<file path="config.mk">
export PLATFORM = sky130hd
export DESIGN_NAME = periph_uart_tx
export DESIGN_NICKNAME = d
export VERILOG_FILES = /design/src/rtl/periph_uart_tx.sv
export SDC_FILE = /design/constraint.sdc
export NUM_CORES = 1
export LEC_CHECK = 0
export CAP_MARGIN = 20
export CORE_ASPECT_RATIO = 0.6
export CORE_UTILIZATION = 53
export DETAILED_ROUTE_END_ITERATION = 8
export GPL_ROUTABILITY_DRIVEN = 0
export GPL_TIMING_DRIVEN = 0
export PLACE_DENSITY_LB_ADDON = 0.15
export SLEW_MARGIN = 10
export SYNTH_ARGS = -nofsm -noshare
export SYNTH_HDL_FRONTEND = slang
export SYNTH_SLANG_ARGS = --single-unit
</file>
<file path="constraint.sdc">
create_clock -name clk -period 1.8 [get_ports clk]
set_input_delay 0.54 -clock clk [delete_from_list [all_inputs] [get_ports clk]]
set_output_delay 0.54 -clock clk [all_outputs]
set_load 0.02 [all_outputs]
</file>
<file path="src/rtl/periph_uart_tx.sv">
// Peripheral-side UART transmitter: queues 16-bit CPU stores in a small FIFO
// and sends each word as two 8N1 bytes, low byte first.
module periph_uart_tx #(
    parameter int CLKS_PER_BIT = 16,
    parameter int FIFO_DEPTH   = 4,
    parameter int CNT_W        = 3
) (
    input  logic             clk,
    input  logic             rst,
    input  logic [15:0]      periph_data,
    input  logic             periph_we,
    output logic             tx,
    output logic             busy,
    output logic             fifo_full,
    output logic [CNT_W-1:0] fifo_count,
    output logic             overflow
);
    localparam int PTR_W = (FIFO_DEPTH > 1) ? $clog2(FIFO_DEPTH) : 1;
    localparam int TMR_W = (CLKS_PER_BIT > 1) ? $clog2(CLKS_PER_BIT) : 1;
    localparam logic [TMR_W-1:0] TMR_LAST = TMR_W'(CLKS_PER_BIT - 1);
    localparam logic [CNT_W-1:0] DEPTH_C  = CNT_W'(FIFO_DEPTH);

    typedef enum logic [1:0] {
        ST_IDLE  = 2'd0,
        ST_START = 2'd1,
        ST_DATA  = 2'd2,
        ST_STOP  = 2'd3
    } state_t;

    logic [15:0]      mem_r [FIFO_DEPTH];
    logic [PTR_W-1:0] wr_ptr_r, rd_ptr_r;
    logic [CNT_W-1:0] count_r, count_s;
    logic             full_r, ovf_r;
    logic             push_s, pop_s, drop_s;

    state_t           state_r, state_s;
    logic [TMR_W-1:0] tmr_r, tmr_s;
    logic [2:0]       idx_r, idx_s;
    logic             byte_sel_r, byte_sel_s;
    logic [15:0]      word_r, word_s;
    logic [7:0]       cur_byte_s;
    logic             tmr_end_s;
    logic             tx_r, tx_s;
    logic             busy_r;

    // FIFO handshake: a write may land on a full FIFO only when the head leaves on the same edge.
    always_comb begin
        pop_s  = (state_r == ST_IDLE) && (count_r != {CNT_W{1'b0}});
        push_s = periph_we && ((count_r != DEPTH_C) || pop_s);
        drop_s = periph_we && !push_s;
        case ({push_s, pop_s})
            2'b10:   count_s = count_r + CNT_W'(1);
            2'b01:   count_s = count_r - CNT_W'(1);
            default: count_s = count_r;
        endcase
    end

    // FIFO storage; pointers wrap naturally because the depth is a power of two.
    always_ff @(posedge clk) begin
        if (push_s && !rst) begin
            mem_r[wr_ptr_r] <= periph_data;
        end
    end

    // FIFO pointers, occupancy and sticky overflow.
    always_ff @(posedge clk) begin
        if (rst) begin
            wr_ptr_r <= {PTR_W{1'b0}};
            rd_ptr_r <= {PTR_W{1'b0}};
            count_r  <= {CNT_W{1'b0}};
            full_r   <= 1'b0;
            ovf_r    <= 1'b0;
        end else begin
            wr_ptr_r <= push_s ? wr_ptr_r + PTR_W'(1) : wr_ptr_r;
            rd_ptr_r <= pop_s ? rd_ptr_r + PTR_W'(1) : rd_ptr_r;
            count_r  <= count_s;
            full_r   <= (count_s == DEPTH_C);
            ovf_r    <= ovf_r | drop_s;
        end
    end

    // Transmit FSM next-state, bit timer and line level.
    always_comb begin
        state_s    = state_r;
        tmr_s      = tmr_r;
        idx_s      = idx_r;
        byte_sel_s = byte_sel_r;
        word_s     = word_r;
        tx_s       = 1'b1;
        cur_byte_s = byte_sel_r ? word_r[15:8] : word_r[7:0];
        tmr_end_s  = (tmr_r == TMR_LAST);
        case (state_r)
            ST_IDLE: begin
                if (pop_s) begin
                    word_s     = mem_r[rd_ptr_r];
                    byte_sel_s = 1'b0;
                    tmr_s      = {TMR_W{1'b0}};
                    state_s    = ST_START;
                end else begin
                    state_s    = ST_IDLE;
                end
            end
            ST_START: begin
                tx_s = 1'b0;
                if (tmr_end_s) begin
                    tmr_s   = {TMR_W{1'b0}};
                    idx_s   = 3'd0;
                    state_s = ST_DATA;
                end else begin
                    tmr_s = tmr_r + TMR_W'(1);
                end
            end
            ST_DATA: begin
                tx_s = cur_byte_s[idx_r];
                if (tmr_end_s) begin
                    tmr_s = {TMR_W{1'b0}};
                    if (idx_r == 3'd7) begin
                        state_s = ST_STOP;
                    end else begin
                        idx_s = idx_r + 3'd1;
                    end
                end else begin
                    tmr_s = tmr_r + TMR_W'(1);
                end
            end
            ST_STOP: begin
                tx_s = 1'b1;
                if (tmr_end_s) begin
                    tmr_s = {TMR_W{1'b0}};
                    if (!byte_sel_r) begin
                        byte_sel_s = 1'b1;
                        state_s    = ST_START;
                    end else begin
                        state_s    = ST_IDLE;
                    end
                end else begin
                    tmr_s = tmr_r + TMR_W'(1);
                end
            end
            default: begin
                state_s = ST_IDLE;
                tmr_s   = {TMR_W{1'b0}};
            end
        endcase
    end

    // FSM state and registered line outputs; tx trails the state by one clock.
    always_ff @(posedge clk) begin
        if (rst) begin
            state_r    <= ST_IDLE;
            tmr_r      <= {TMR_W{1'b0}};
            idx_r      <= 3'd0;
            byte_sel_r <= 1'b0;
            word_r     <= 16'h0000;
            tx_r       <= 1'b1;
            busy_r     <= 1'b0;
        end else begin
            state_r    <= state_s;
            tmr_r      <= tmr_s;
            idx_r      <= idx_s;
            byte_sel_r <= byte_sel_s;
            word_r     <= word_s;
            tx_r       <= tx_s;
            busy_r     <= (state_s != ST_IDLE);
        end
    end

    assign tx         = tx_r;
    assign busy       = busy_r;
    assign fifo_full  = full_r;
    assign fifo_count = count_r;
    assign overflow   = ovf_r;
endmodule
</file>
==> key figures <==
Outcome
  – Outcome: finished with violations
  – Failing checks: negative setup slack

GRT
  – GRT overflow: 0
  – Vias in the first global route: about 2,700
  – Initial antenna violation count: 0
  – First-pass GRT wire length: 13.38 mm
  – Pin count of the biggest net entering global routing: 16
  – GRT Overall Usage: 22.48%

Clock network
  – Clock Sinks: 101
  – Longest Clk Path Bufs: 2
  – Root buffer cell: clkbuf_16
  – TritonCTS clock tree: built
  – CTS Buf Count: 9
  – CTS HTree Levels: 3
  – Post-CTS Hold Fix Bufs: 0
  – Worst-Skew Late Latency: 0.34 ns
  – Worst-path clk slew: 0.06 ns

Yosys
  – Synth Flop Type: edfxtp_1
  – Yosys cell types: 44
  – Post-synth top area cell: edfxtp_1
  – Synth Instances: 305
  – Post-Syn Area per Cell: 13.64 um2
  – Synth warn: 0
  – Syn_nets: 332
  – Mapped cell area: 4159 um2
  – Seq/Total Area, Yosys: 64.02%
  – FFs w/ async S/R, synth: 0%
  – Share of the synthesized area in the top cell type: 46.21%
  – #FFs+latches synth: about 100
  – Largest cells by area after synthesis: edfxtp_1 46%, dfxtp_1 18%, mux4_2 10%
  – Number of synthesized flops with an enable pin: 64

Power
  – Leakage power: 0.001777 uW
  – Share of power burned in the clock network: a little over a quarter
  – Seq pwr share: 42.6%
  – Logic pwr share: 31.3%
  – Int Pwr: 4835 uW
  – P_sw: slightly above 2000 uW
  – Switching Share: between 30% and 40%
  – PD cells: 1371 nW/um2
  – VDD IR max: a little over 0.7 mV

Timing
  – Final hold vios: 0
  – RSZ-0062 raised after global routing: yes
  – Setup Viol. Count Final: 1
  – Hold WS: 0.4537 ns
  – Final Slew Violations: 0
  – Worst Skew: 0.005148 ns
  – Minimum clock period: 1.807 ns
  – Worst-Margin Slew: a little over 0.5 ns
  – Setup WS post-layout: -0.006643 ns
  – Max frequency: between 0.5 and 0.6 GHz
  – Final period util: 100.4%
  – Setup TNS: -0.006643 ns
  – Relative slew slack: 66.05%

Setup path
  – WP data required: about 2.0 ns
  – Worst setup SP type: register
  – WP data arrival: 2.02 ns
  – Critical Path Sink Type: register
  – Largest fanout on the critical path: 5
  – WS Path Type: reg2reg
  – Setup slack, reg-to-reg: -0.007 ns

Drt
  – Vias per Instance: roughly 5.6
  – Routed via count: 2,621
  – DRC violations left: 0
  – Final wirelength: between 8 and 9 mm
  – Detail Route Antenna Nets: 0
  – Iter 0 DRT Violations: ~190
  – Wire per inst: 17.65 um
  – DR pass1 iterations: 5

Placed design
  – Hpwl dp: 5.227 mm
  – Inst Count DP: 434
  – Pre-CTS setup slack: -0.7808 ns
  – PortBufs: 25

Floorplanning
  – Row count: 24
  – IO Pins: 26
  – Starting Density: 56.07%
  – Core area: around 7400 um2
  – Die Ht: between 70 and 80 um
  – Die width: between 100 and 150 um
  – Area of the die: 8217 um2

Layout
  – Fillers: 539
  – N_diodes: 0
  – Utilization after layout: between 60% and 70%
  – Non-filler cells, final: 465
  – Layout area overhead: 21.24%
  – Layout Nets: 383
  – Share of post-route cells with drive strength above 1: 24.38%

Min path
  – Hold Crit Class: reg2reg

Flow run
  – Max cap viols: 0
## layout by cell type, fill, tap and decap left out, drive strengths merged, types with 3 or more instances in the layout
master,n
a21oi,27
dlygate4sd2,4
mux2,4
nand3,7
dlymetal6s2s,3
mux4,19
nand2,39
clkdlybuf4s50,17
buf,19
ha,7
clkbuf,23
nor3,3
and2,10
xnor2,4
clkinv,3
nor2,19
mux2i,3
inv,8
o21ai,10
edfxtp,64
nor2b,3
dfxtp,37
## final timing paths
kind / start / end / cells past startpoint
max: fifo_count[0] / fifo_count[2] / 7
min: word_r[13] / word_r[13] / 2
max reg2reg: fifo_count[0] / fifo_count[2] / 7
min reg2reg: word_r[13] / word_r[13] / 2
## layer usage
layer | routed length, um | vias up | global-route usage [%] | share of wire (%)
li1 | - | 1243 | - | -
met2 | 3893 | 66 | 34.98 | 47
met1 | 3794 | 1305 | 31.18 | 46
met3 | 455 | 7 | 6.170 | 5.5
met5 | 0 | - | 0 | 0
met4 | 64 | 0 | 6.695 | 0.78
## cell usage after synthesis (3+ instances only)
library cell	instances
xnor2_1	4
and2_1	6
nor2_1	18
nor3_1	3
nand3_1	7
edfxtp_1	64
o21ai_0	10
mux2i_1	3
dfxtp_1	37
nor2b_1	3
ha_1	7
buf_2	5
nand2_1	38
clkbuf_1	11
inv_1	8
a21oi_1	27
mux4_2	19
## stage by stage
step | power (uW) | area [um2]
after floorplan | 4347 | 4183
after global placement | 4831 | 4563
after CTS | 6847 | 4994
after global routing | 7281 | 5042
after detailed placement | 4877 | 4563
final | 6914 | 5042
## state kept, by name, indices dropped and copies added (netlist names)
| signal | flops |
|---|---|
| overflow | 1 |
| byte_sel_r | 1 |
| idx_r | 3 |
| word_r | 16 |
| state_r | 2 |
| mem_r | 64 |
| tx | 1 |
| wr_ptr_r | 2 |
| tmr_r | 4 |
| busy | 1 |
| fifo_count | 3 |
| fifo_full | 1 |
| rd_ptr_r | 2 |
## kinds of logic after synthesis
kind of cell | count (synthesis) | synth area share, %
fa+ha+maj | 8 | 2.587
buf+inv | 26 | 2.768
compound gates | 53 | 7.882
simple gates | 86 | 9.416
xor+xnor | 5 | 1.053
flops | 101 | 64.02
mux | 26 | 12.27
## timing repair
| action | CTS | global route |
|---|---|---|
| endpoints found under the setup margin | 87 | 100 |
| pin swaps | 11 | 13 |
| gates cloned | 4 | 0 |
| buffers inserted | 9 | 5 |
| resized for setup | 31 | 16 |
| endpoints found under the hold margin | 0 | 0 |
## power groups by stage
stage	clock network [uW]	logic (uW)	registers, uW
finish	1810	2160	2950
global route	1940	2360	2990
CTS	1840	2070	2940
detailed placement	0	1880	3000
global placement	0	1850	2980
floorplan	0	1340	3010
## area by class of cell
type	count	area (um2)	area share, %
timing repair buffer	39	352.8	6.998
tap	104	130.1	2.581
inverter	8	30.03	0.5955
buffer	15	85.08	1.687
clock inverter	4	41.29	0.8189
sequential	101	2676	53.08
multi-input combinational	182	1490	29.55
clock buffer	12	236.5	4.690
## worst max-delay path, stage by stage (launching register included)
cell     delay (ns)
dfxtp_4        0.36
or3_4          0.41
nand3_4        0.08
fa_2           0.24
nor4b_4        0.23
a21oi_2        0.06
o21ai_2        0.22
a21oi_2        0.09
Note: power is estimated with default switching activity, not from simulation.
